## config.mk

```make
export PLATFORM = sky130hd
export DESIGN_NAME = mesm6_mem_arbiter_flat
export DESIGN_NICKNAME = d
export VERILOG_FILES = /design/src/rtl/mesm6_mem_arbiter_pkg.sv /design/src/rtl/mesm6_mem_arbiter_if.sv /design/src/rtl/mesm6_mem_arbiter_pick.sv /design/src/rtl/mesm6_mem_arbiter.sv /design/src/flat_wrapper.sv
export SDC_FILE = /design/constraint.sdc
export NUM_CORES = 1
export LEC_CHECK = 0
export CAP_MARGIN = 20
export CORE_AREA = 2 2 114 116
export DETAILED_ROUTE_END_ITERATION = 7
export DIE_AREA = 0 0 116 118
export DONT_BUFFER_PORTS = 1
export GPL_TIMING_DRIVEN = 0
export PLACE_DENSITY_LB_ADDON = 0.12
export SYNTH_ARGS = -nofsm -noshare
export SYNTH_HDL_FRONTEND = slang
export SYNTH_SLANG_ARGS = --single-unit
```

## constraint.sdc

```tcl
create_clock -name clk -period 2.2 [get_ports clk]
set_input_delay 0.11 -clock clk [delete_from_list [all_inputs] [get_ports clk]]
set_output_delay 0.11 -clock clk [all_outputs]
set_load 0.005 [all_outputs]
```

## src/rtl/mesm6_mem_arbiter_pkg.sv

```systemverilog
// mesm6_arb_pkg: shared types for the MESM-6 memory arbiter.
// Optional round-robin tie-break is enabled by defining MESM6_ARB_RR_EN.
package mesm6_arb_pkg;

  localparam int ARB_ADDR_W = 15;
  localparam int ARB_DATA_W = 48;

  typedef enum logic [1:0] {
    IDLE  = 2'd0,
    BUS_I = 2'd1,
    BUS_D = 2'd2,
    DONE  = 2'd3
  } arb_state_t;

  typedef enum logic {
    PORT_I = 1'b0,
    PORT_D = 1'b1
  } arb_port_t;

endpackage

```

## src/rtl/mesm6_mem_arbiter_if.sv

```systemverilog
// mesm6_mem_arbiter_if: core instruction/data buses plus the memory-controller
// side of the arbiter. The arbiter uses the master view: it serves the core
// buses and masters the single memory port. The slave view is the environment
// (core and memory controller) around it.
interface mesm6_mem_arbiter_if #(
  parameter int ADDR_W = mesm6_arb_pkg::ARB_ADDR_W,
  parameter int DATA_W = mesm6_arb_pkg::ARB_DATA_W
) ();

  logic              ibus_fetch;
  logic [ADDR_W-1:0] ibus_addr;
  logic [DATA_W-1:0] ibus_input;
  logic              ibus_done;

  logic              dbus_read;
  logic              dbus_write;
  logic [ADDR_W-1:0] dbus_addr;
  logic [DATA_W-1:0] dbus_output;
  logic [DATA_W-1:0] dbus_input;
  logic              dbus_done;

  logic              mem_req;
  logic              mem_we;
  logic [ADDR_W-1:0] mem_addr;
  logic [DATA_W-1:0] mem_wdata;
  logic [DATA_W-1:0] mem_rdata;
  logic              mem_ack;

  modport master (
    input  ibus_fetch, ibus_addr,
    input  dbus_read, dbus_write, dbus_addr, dbus_output,
    input  mem_rdata, mem_ack,
    output ibus_input, ibus_done,
    output dbus_input, dbus_done,
    output mem_req, mem_we, mem_addr, mem_wdata
  );

  modport slave (
    output ibus_fetch, ibus_addr,
    output dbus_read, dbus_write, dbus_addr, dbus_output,
    output mem_rdata, mem_ack,
    input  ibus_input, ibus_done,
    input  dbus_input, dbus_done,
    input  mem_req, mem_we, mem_addr, mem_wdata
  );

endinterface

```

## src/rtl/mesm6_mem_arbiter_pick.sv

```systemverilog
// mesm6_arb_pick: combinational grant selection between ibus and dbus.
// A masked port is ignored. Ties go to dbus, or with MESM6_ARB_RR_EN defined,
// to the port that was not granted last.
module mesm6_arb_pick
  import mesm6_arb_pkg::*;
(
  input  logic      req_i,
  input  logic      req_d,
  input  logic      mask_i,
  input  logic      mask_d,
`ifdef MESM6_ARB_RR_EN
  input  arb_port_t last_grant,
`endif
  output logic      grant_valid,
  output arb_port_t grant_port
);

  logic eligible_i;
  logic eligible_d;

  assign eligible_i = req_i & ~mask_i;
  assign eligible_d = req_d & ~mask_d;

  // Select the winning port among the eligible requests.
  always_comb begin
    // NOTE: every output gets a default first so no path leaves it unassigned (no latch).
    grant_valid = eligible_i | eligible_d;
    grant_port  = PORT_D;
    if (eligible_i && eligible_d) begin
`ifdef MESM6_ARB_RR_EN
      grant_port = (last_grant == PORT_D) ? PORT_I : PORT_D;
`else
      grant_port = PORT_D;
`endif
    end else if (eligible_i) begin
      grant_port = PORT_I;
    end
  end

endmodule

```

## src/rtl/mesm6_mem_arbiter.sv

```systemverilog
// mesm6_mem_arbiter: shares one single-ported 48-bit memory between the
// MESM-6 instruction and data buses. One transfer at a time; each served port
// gets a one-cycle done pulse and its stale request is masked for the next
// IDLE cycle. Define MESM6_ARB_RR_EN for round-robin on simultaneous requests;
// otherwise dbus has fixed priority.
module mesm6_mem_arbiter
  import mesm6_arb_pkg::*;
#(
  parameter int ADDR_W = ARB_ADDR_W,
  parameter int DATA_W = ARB_DATA_W
) (
  input logic                 clk,
  input logic                 reset_n,
  mesm6_mem_arbiter_if.master bus
);

  arb_state_t        state_q;
  arb_state_t        state_d;
  logic              mask_i_q;
  logic              mask_d_q;
  logic              grant_valid;
  arb_port_t         grant_port;
  logic              grant;
  logic              dbus_req;
  logic              ack_i;
  logic              ack_d;

  logic              mem_req_q;
  logic              mem_we_q;
  logic [ADDR_W-1:0] mem_addr_q;
  logic [DATA_W-1:0] mem_wdata_q;
  logic [DATA_W-1:0] ibus_input_q;
  logic [DATA_W-1:0] dbus_input_q;
  logic              ibus_done_q;
  logic              dbus_done_q;

`ifdef MESM6_ARB_RR_EN
  arb_port_t         last_grant_q;
`endif

  // A simultaneous read and write on dbus is a write.
  assign dbus_req = bus.dbus_read | bus.dbus_write;
  assign grant    = (state_q == IDLE) && grant_valid;
  assign ack_i    = (state_q == BUS_I) && bus.mem_ack;
  assign ack_d    = (state_q == BUS_D) && bus.mem_ack;

  mesm6_arb_pick u_pick (
    .req_i       (bus.ibus_fetch),
    .req_d       (dbus_req),
    .mask_i      (mask_i_q),
    .mask_d      (mask_d_q),
`ifdef MESM6_ARB_RR_EN
    .last_grant  (last_grant_q),
`endif
    .grant_valid (grant_valid),
    .grant_port  (grant_port)
  );

  // Next-state logic: grant from IDLE, wait for ack, one DONE cycle.
  always_comb begin
    state_d = state_q;
    unique case (state_q)
      IDLE:    if (grant_valid) state_d = (grant_port == PORT_D) ? BUS_D : BUS_I;
      BUS_I,
      BUS_D:   if (bus.mem_ack) state_d = DONE;
      DONE:    state_d = IDLE;
      default: state_d = IDLE;
    endcase
  end

  // State register.
  always_ff @(posedge clk or negedge reset_n) begin
    // NOTE: sequential state uses non-blocking assignments so all registers update together.
    if (!reset_n) state_q <= IDLE;
    else          state_q <= state_d;
  end

  // Request, done pulses and stale-request masks.
  always_ff @(posedge clk or negedge reset_n) begin
    if (!reset_n) begin
      mem_req_q   <= 1'b0;
      ibus_done_q <= 1'b0;
      dbus_done_q <= 1'b0;
      mask_i_q    <= 1'b0;
      mask_d_q    <= 1'b0;
    end else begin
      if (grant)             mem_req_q <= 1'b1;
      else if (ack_i | ack_d) mem_req_q <= 1'b0;
      ibus_done_q <= ack_i;
      dbus_done_q <= ack_d;
      // The done pulse of a port masks that port for exactly the next cycle.
      mask_i_q    <= ibus_done_q;
      mask_d_q    <= dbus_done_q;
    end
  end

  // Memory-side address/data registers, latched at grant and held through the transfer.
  always_ff @(posedge clk or negedge reset_n) begin
    // NOTE: data registers are reset too, because their outputs must read 0 after reset.
    if (!reset_n) begin
      mem_we_q    <= 1'b0;
      mem_addr_q  <= '0;
      mem_wdata_q <= '0;
    end else if (grant) begin
      mem_we_q   <= (grant_port == PORT_D) && bus.dbus_write;
      mem_addr_q <= (grant_port == PORT_D) ? bus.dbus_addr : bus.ibus_addr;
      if ((grant_port == PORT_D) && bus.dbus_write) mem_wdata_q <= bus.dbus_output;
    end
  end

  // Read-data registers: updated only by a read on the same port.
  always_ff @(posedge clk or negedge reset_n) begin
    if (!reset_n) begin
      ibus_input_q <= '0;
      dbus_input_q <= '0;
    end else begin
      if (ack_i)              ibus_input_q <= bus.mem_rdata;
      if (ack_d && !mem_we_q) dbus_input_q <= bus.mem_rdata;
    end
  end

`ifdef MESM6_ARB_RR_EN
  // Remember the last granted port for the round-robin tie-break.
  always_ff @(posedge clk or negedge reset_n) begin
    if (!reset_n)   last_grant_q <= PORT_I;
    else if (grant) last_grant_q <= grant_port;
  end
`endif

  assign bus.mem_req    = mem_req_q;
  assign bus.mem_we     = mem_we_q;
  assign bus.mem_addr   = mem_addr_q;
  assign bus.mem_wdata  = mem_wdata_q;
  assign bus.ibus_input = ibus_input_q;
  assign bus.ibus_done  = ibus_done_q;
  assign bus.dbus_input = dbus_input_q;
  assign bus.dbus_done  = dbus_done_q;

endmodule

```

## src/flat_wrapper.sv

```systemverilog
// flat-port wrapper written by rule: the top's interface ports become plain ports
module mesm6_mem_arbiter_flat import mesm6_arb_pkg::*;
#(
  parameter int ADDR_W = ARB_ADDR_W,
  parameter int DATA_W = ARB_DATA_W
)
  (clk, reset_n, bus_ibus_fetch, bus_ibus_addr, bus_dbus_read, bus_dbus_write, bus_dbus_addr, bus_dbus_output, bus_mem_rdata, bus_mem_ack, bus_ibus_input, bus_ibus_done, bus_dbus_input, bus_dbus_done, bus_mem_req, bus_mem_we, bus_mem_addr, bus_mem_wdata);
  mesm6_mem_arbiter_if #(.ADDR_W(ADDR_W), .DATA_W(DATA_W)) bus_i ();
  input logic clk;
  input logic reset_n;
  input wire logic [$bits(bus_i.ibus_fetch)-1:0] bus_ibus_fetch;
  input wire logic [$bits(bus_i.ibus_addr)-1:0] bus_ibus_addr;
  input wire logic [$bits(bus_i.dbus_read)-1:0] bus_dbus_read;
  input wire logic [$bits(bus_i.dbus_write)-1:0] bus_dbus_write;
  input wire logic [$bits(bus_i.dbus_addr)-1:0] bus_dbus_addr;
  input wire logic [$bits(bus_i.dbus_output)-1:0] bus_dbus_output;
  input wire logic [$bits(bus_i.mem_rdata)-1:0] bus_mem_rdata;
  input wire logic [$bits(bus_i.mem_ack)-1:0] bus_mem_ack;
  output wire logic [$bits(bus_i.ibus_input)-1:0] bus_ibus_input;
  output wire logic [$bits(bus_i.ibus_done)-1:0] bus_ibus_done;
  output wire logic [$bits(bus_i.dbus_input)-1:0] bus_dbus_input;
  output wire logic [$bits(bus_i.dbus_done)-1:0] bus_dbus_done;
  output wire logic [$bits(bus_i.mem_req)-1:0] bus_mem_req;
  output wire logic [$bits(bus_i.mem_we)-1:0] bus_mem_we;
  output wire logic [$bits(bus_i.mem_addr)-1:0] bus_mem_addr;
  output wire logic [$bits(bus_i.mem_wdata)-1:0] bus_mem_wdata;
  assign bus_i.ibus_fetch = bus_ibus_fetch;
  assign bus_i.ibus_addr = bus_ibus_addr;
  assign bus_i.dbus_read = bus_dbus_read;
  assign bus_i.dbus_write = bus_dbus_write;
  assign bus_i.dbus_addr = bus_dbus_addr;
  assign bus_i.dbus_output = bus_dbus_output;
  assign bus_i.mem_rdata = bus_mem_rdata;
  assign bus_i.mem_ack = bus_mem_ack;
  assign bus_ibus_input = bus_i.ibus_input;
  assign bus_ibus_done = bus_i.ibus_done;
  assign bus_dbus_input = bus_i.dbus_input;
  assign bus_dbus_done = bus_i.dbus_done;
  assign bus_mem_req = bus_i.mem_req;
  assign bus_mem_we = bus_i.mem_we;
  assign bus_mem_addr = bus_i.mem_addr;
  assign bus_mem_wdata = bus_i.mem_wdata;
  mesm6_mem_arbiter #(.ADDR_W(ADDR_W), .DATA_W(DATA_W)) u_core (.clk(clk), .reset_n(reset_n), .bus(bus_i));
endmodule
```

==> impl_results.md, run 1 <==
* HPWL after detailed placement at 10210 µm
* Outcome: did not finish
* Buffers added on ports at 0
* Clock Tree Root: sky130_fd_sc_hd__clkbuf_16
* GP Congestion at 0.7518
* Stage where the flow stopped: 4_1_cts
* Distinct cells, synth at 32
* Sequential area share after synthesis at 64.27%
* Synth warnings at 0
* Post-cts resize count at 0
* Top Ports at 295
* Cell type with the largest total area after synthesis: sky130_fd_sc_hd__dfrtp_1
* Row cnt at 41
* Number of buffers inserted to repair setup after CTS at 0
* First error in the log: [ERROR RSZ-0060] Max buffer count reached.
* Number of buffers added by the clock tree synthesis step at 17
* Buffer depth of the longest clock path at 2
* Overall die width at 116 µm
* Flip-flop and latch count after synthesis at 167
* Number of buffers inserted by hold repair at cts at 120
* Area of the mapped netlist at 6502 µm²
* Die boundary height at 118 µm
* Ranking of synthesized cells by area: sky130_fd_sc_hd__dfrtp_1 (64%), sky130_fd_sc_hd__mux2_2 (22%), sky130_fd_sc_hd__mux2_4 (4.2%), sky130_fd_sc_hd__or3_1 (1.4%), sky130_fd_sc_hd__o221a_1 (1.4%)
* H-tree Lvls at 4
* Starting utilization of the core area at 52.38%
* Post-Syn Nets at 529
* Area share of the largest cell type after synthesis at 64.27%
* Worst slack after detailed placement at 0.2960 ns
* Mean instance size in the synthesized netlist at 16.55 µm²
* Number of instances in the synthesized netlist at 393
* Number of clock sinks seen by CTS at 167
[synthesized netlist by cell type]
cell,n
sky130_fd_sc_hd__a21o_1,1
sky130_fd_sc_hd__a221oi_1,1
sky130_fd_sc_hd__a31oi_1,1
sky130_fd_sc_hd__and2_2,1
sky130_fd_sc_hd__and2b_1,1
sky130_fd_sc_hd__buf_2,12
sky130_fd_sc_hd__buf_6,6
sky130_fd_sc_hd__clkbuf_1,2
sky130_fd_sc_hd__dfrtp_1,167
sky130_fd_sc_hd__ha_1,4
sky130_fd_sc_hd__inv_1,5
sky130_fd_sc_hd__inv_2,1
sky130_fd_sc_hd__mux2_1,1
sky130_fd_sc_hd__mux2_2,125
sky130_fd_sc_hd__mux2_4,18
sky130_fd_sc_hd__mux2i_1,1
sky130_fd_sc_hd__nand2_1,1
sky130_fd_sc_hd__nand2_2,1
sky130_fd_sc_hd__nand3_1,1
sky130_fd_sc_hd__nand3b_1,1
sky130_fd_sc_hd__nand4_1,1
sky130_fd_sc_hd__nor2_1,2
sky130_fd_sc_hd__nor2b_1,1
sky130_fd_sc_hd__o21a_1,1
sky130_fd_sc_hd__o21ai_0,2
sky130_fd_sc_hd__o21ba_1,1
sky130_fd_sc_hd__o21bai_4,1
sky130_fd_sc_hd__o221a_1,8
sky130_fd_sc_hd__o221a_2,8
sky130_fd_sc_hd__o32a_1,1
sky130_fd_sc_hd__or2_2,1
sky130_fd_sc_hd__or3_1,15
[through the flow]
step / util, % / instance area [µm²] / std cells
floorplan: - / 6502 / 393
global placement: 54.11 / 6718 / 565
detailed placement: 54.11 / 6718 / 565
[cells by family after synthesis]
group	share of synthesized area [%]
adders and majority gates	0.7697
buffers and inverters	2.424
muxes	26.13
and+or+nand+nor	2.425
AOI/OAI and AO/OA	3.983
DFF	64.27
==> run 2: changes to the inputs <==
--- a/config.mk
+++ b/config.mk
@@ -6,12 +6,12 @@
 export NUM_CORES = 1
 export LEC_CHECK = 0
 export CAP_MARGIN = 20
-export CORE_AREA = 2 2 114 116
+export CORE_MARGIN = 2
+export CORE_UTILIZATION = 40
 export DETAILED_ROUTE_END_ITERATION = 7
-export DIE_AREA = 0 0 116 118
 export DONT_BUFFER_PORTS = 1
 export GPL_TIMING_DRIVEN = 0
-export PLACE_DENSITY_LB_ADDON = 0.12
+export PLACE_DENSITY_LB_ADDON = 0.15
 export SYNTH_ARGS = -nofsm -noshare
 export SYNTH_HDL_FRONTEND = slang
 export SYNTH_SLANG_ARGS = --single-unit
==> run 2 against run 1 <==
  * The flow now finishes, with violations (negative hold slack)
  * Area after synthesis unchanged
  * Synthesized cell count unchanged
==> impl_results.md, run 2 <==
* Count of flip-flops with a built-in enable after synthesis at 0
* Crit Path Category: flip-flop to flip-flop
* Antenna diode instance count at 0
* Mean instance size in the synthesized netlist at 16.55 µm²
* Synth warnings at 0
* Fin nets at 675
* GP Congestion at 0.7816
* Worst hold-check slack at -0.6148 ns
* Combinational power share at 26.3%
* Overall die area at 17290 µm²
* Number of buffers added by the clock tree synthesis step at 17
* Part of the power in registers at 49.1%
* # DRC at 0
* Ranking of synthesized cells by area: sky130_fd_sc_hd__dfrtp_1 (64%), sky130_fd_sc_hd__mux2_2 (22%), sky130_fd_sc_hd__mux2_4 (4.2%), sky130_fd_sc_hd__or3_1 (1.4%), sky130_fd_sc_hd__o221a_1 (1.4%)
* Overall die width at 131.5 µm
* Distinct cells, synth at 32
* CP required at 2.49 ns
* Global-route total usage across every layer at 18.88%
* Leak at 3.749 nW
* Number of buffers inserted by hold repair at cts at 127
* Reg2Reg Launch Point: u_core.state_q[1]$_DFFE_PN0P_
* Wire length per cell at 20.86 µm
* Area share of the largest cell type after synthesis at 64.27%
* CTS tree: done
* Max-capacitance violation count at 0
* Number of pins exceeding their max-slew limit in the final report at 0
* Post-Route Skew at 0.008502 ns
* RSZ-0062 raised after global routing: no
* Top post-synthesis cells by count: sky130_fd_sc_hd__dfrtp_1 (167), sky130_fd_sc_hd__mux2_2 (125), sky130_fd_sc_hd__mux2_4 (18), sky130_fd_sc_hd__or3_1 (15), sky130_fd_sc_hd__buf_2 (12)
* Clk pwr share at 24.6%
* First drt pass iteration count at 4
* Sw power at 0.003676 W
* Sw Ratio at 30.14%
* Endpoint kind of the worst setup timing path: flip-flop
* Worst hold-check path type: primary input to asynchronous set/reset pin
* Predominant post-synthesis flop cell: sky130_fd_sc_hd__dfrtp_1
* Signed area change from the synthesized netlist to the final layout at 32.81%
* Most used cells in the layout excluding fill and tap cells: sky130_fd_sc_hd__dfrtp_1 (167), sky130_fd_sc_hd__dlygate4sd3_1 (127), sky130_fd_sc_hd__mux2_2 (125)
* Worst-case headroom to the max-slew limit at 74.73%
* Final setup violation count at 0
* Top achievable clock speed at 482.0 MHz
* Largest fanout of any net on the critical path at 7
* Buffer depth of the longest clock path at 2
* Share of the clock period used by the worst path after layout at 94.31%
* Post-Route Setup TNS at 0 ns
* Count of nets left with antenna violations after detail routing at 0
* Initial drt markers at 148
* Cell with the most instances after synthesis: sky130_fd_sc_hd__dfrtp_1
* Via count of the first global-routing pass at 4438
* Number of instances in the synthesized netlist at 393
* Power Density at 1412 nW/µm²
* Clock Tree Root: sky130_fd_sc_hd__clkbuf_16
* Final total power at 0.01220 W
* Starting utilization of the core area at 40.93%
* Die boundary height at 131.5 µm
* Tmin final at 2.075 ns
* Pin count of the biggest net entering global routing at 168
* Placeable core area at 15890 µm²
* Violated checks: negative hold slack
* Worst-Skew Late Latency at 0.42 ns
* HPWL after detailed placement at 10450 µm
* Buffers added on ports at 0
* Row cnt at 46
* Worst-case reg-to-reg path depth at 6
* Filler Cell Count at 1298
* Count of vias placed by the detailed router at 3967
* Number of buffers inserted to repair setup after CTS at 0
* Detailed Route WL at 16000 µm
* Sequential area share after synthesis at 64.27%
* Actual transition at the worst max-transition pin at 0.3791 ns
* Kind of start point of the critical path: flip-flop
* Number of clock sinks seen by CTS at 167
* Area of the mapped netlist at 6502 µm²
* Top Ports at 295
* R2R Path End: u_core.bus.mem_addr[14]$_DFFE_PN0P_
* Cell type with the largest total area after synthesis: sky130_fd_sc_hd__dfrtp_1
* Clock-pin slew reported for the worst setup and hold paths after clock tree synthesis at 0.07 ns
* Worst voltage drop across the vdd grid at 729.2 µV
* Outcome: finished, violations left
* R2R setup slack at 0.13 ns
* DR vias/cell at 5.172
* Internal Pwr Total at 0.008521 W
* Flip-flop and latch count after synthesis at 167
* Fraction of registers with async set or reset after synthesis at 100.0%
* Fraction of final layout cells sized beyond drive strength 1 at 37.02%
* GR Overflow Total at 0
* Worst path arrival time at 2.37 ns
* Post-Syn Nets at 529
* Antenna violations before repair at 0
* Wire length of the first global-routing pass at 25420 µm
* Final count of hold timing violations at 167
* H-tree Lvls at 4
* Most common cell after layout, fill and taps aside: sky130_fd_sc_hd__dfrtp_1
-- run 2: cells by family (layout without fill, tap and decap cells) --
kind of cell,count (synthesis),in the layout,synth area share [%]
DFF,167,167,64.27
adders and majority gates,4,4,0.7697
and+or+nand+nor,26,26,2.425
AOI/OAI and AO/OA,25,25,3.983
muxes,145,145,26.13
buffers and inverters,26,184,2.424
-- run 2: layer usage --
layer | share of wire [%] | wire length (µm) | global-route usage [%]
met2 | 50 | 7957 | 31.65
met4 | 2.3 | 364 | 7.307
met3 | 11 | 1706 | 9.144
met5 | 0 | 0 | 0
met1 | 37 | 5969 | 20.65
-- run 2: worst max-delay path: stages, from the launching register on --
cell	delay (ns)
sky130_fd_sc_hd__dfrtp_1	0.41
sky130_fd_sc_hd__inv_1	0.12
sky130_fd_sc_hd__ha_2	0.24
sky130_fd_sc_hd__inv_2	0.08
sky130_fd_sc_hd__or3_1	0.39
sky130_fd_sc_hd__o221a_2	0.13
sky130_fd_sc_hd__dlygate4sd3_1	0.58
-- run 2: what timing repair did --
item,in CTS,in global routing
endpoints found under the hold margin,330,167
endpoints found under the setup margin,0,1
gates resized for setup,0,1
-- run 2: layout make-up --
type	count	area [µm²]	area share, %
Sequential cell	167	4179	48.39
Multi-Input combinational cell	200	2168	25.11
Timing Repair Buffer	127	1271	14.72
Clock buffer	22	474.2	5.491
Tap cell	216	270.3	3.130
Buffer	20	135.1	1.565
Clock inverter	9	115.1	1.333
Inverter	6	22.52	0.2608
-- run 2: worst max path at each step --
| stage | from | endpoint | slack (ns) |
|---|---|---|---|
| floorplan | u_core.state_q[0]$_DFFE_PN0P_ | u_core.bus.mem_wdata[38]$_DFFE_PN0P_ | 0.60 |
| global placement | u_core.state_q[1]$_DFFE_PN0P_ | u_core.bus.ibus_input[38]$_DFFE_PN0P_ | 0.29 |
| detailed placement | u_core.state_q[1]$_DFFE_PN0P_ | u_core.bus.ibus_input[45]$_DFFE_PN0P_ | 0.24 |
| CTS | u_core.state_q[1]$_DFFE_PN0P_ | u_core.bus.mem_addr[14]$_DFFE_PN0P_ | 0.12 |
| global route | u_core.state_q[1]$_DFFE_PN0P_ | u_core.bus.mem_addr[14]$_DFFE_PN0P_ | 0.06 |
| finish | u_core.state_q[1]$_DFFE_PN0P_ | u_core.bus.mem_addr[14]$_DFFE_PN0P_ | 0.13 |
-- run 2: stage by stage --
| step | hold slack [ns] | cells | setup slack, ns | util (%) | cell area, µm² |
|---|---|---|---|---|---|
| 6_report | -0.6148 | 767 | 0.1253 | 54.36 | 8636 |
| 5_1_grt | -0.6454 | 767 | 0.05576 | 54.36 | 8636 |
| 4_1_cts | -0.6348 | 767 | 0.1193 | 54.35 | 8633 |
| 3_5_place_dp | -0.1817 | 609 | 0.2381 | 42.64 | 6773 |
| 3_3_place_gp | -0.1820 | 609 | 0.2863 | 42.64 | 6773 |
| 2_1_floorplan | -0.1856 | 393 | 0.6040 | - | 6502 |
-- run 2: power by group through the flow --
stage / clock network (W) / registers [W] / logic [W]
2_1_floorplan: 0 / 0.00554 / 0.00253
3_3_place_gp: 0 / 0.00603 / 0.00280
3_5_place_dp: 0 / 0.00604 / 0.00292
4_1_cts: 0.00307 / 0.00601 / 0.00321
5_1_grt: 0.00319 / 0.00620 / 0.00352
6_report: 0.00300 / 0.00599 / 0.00321
Power figures use the tool's default switching activity.
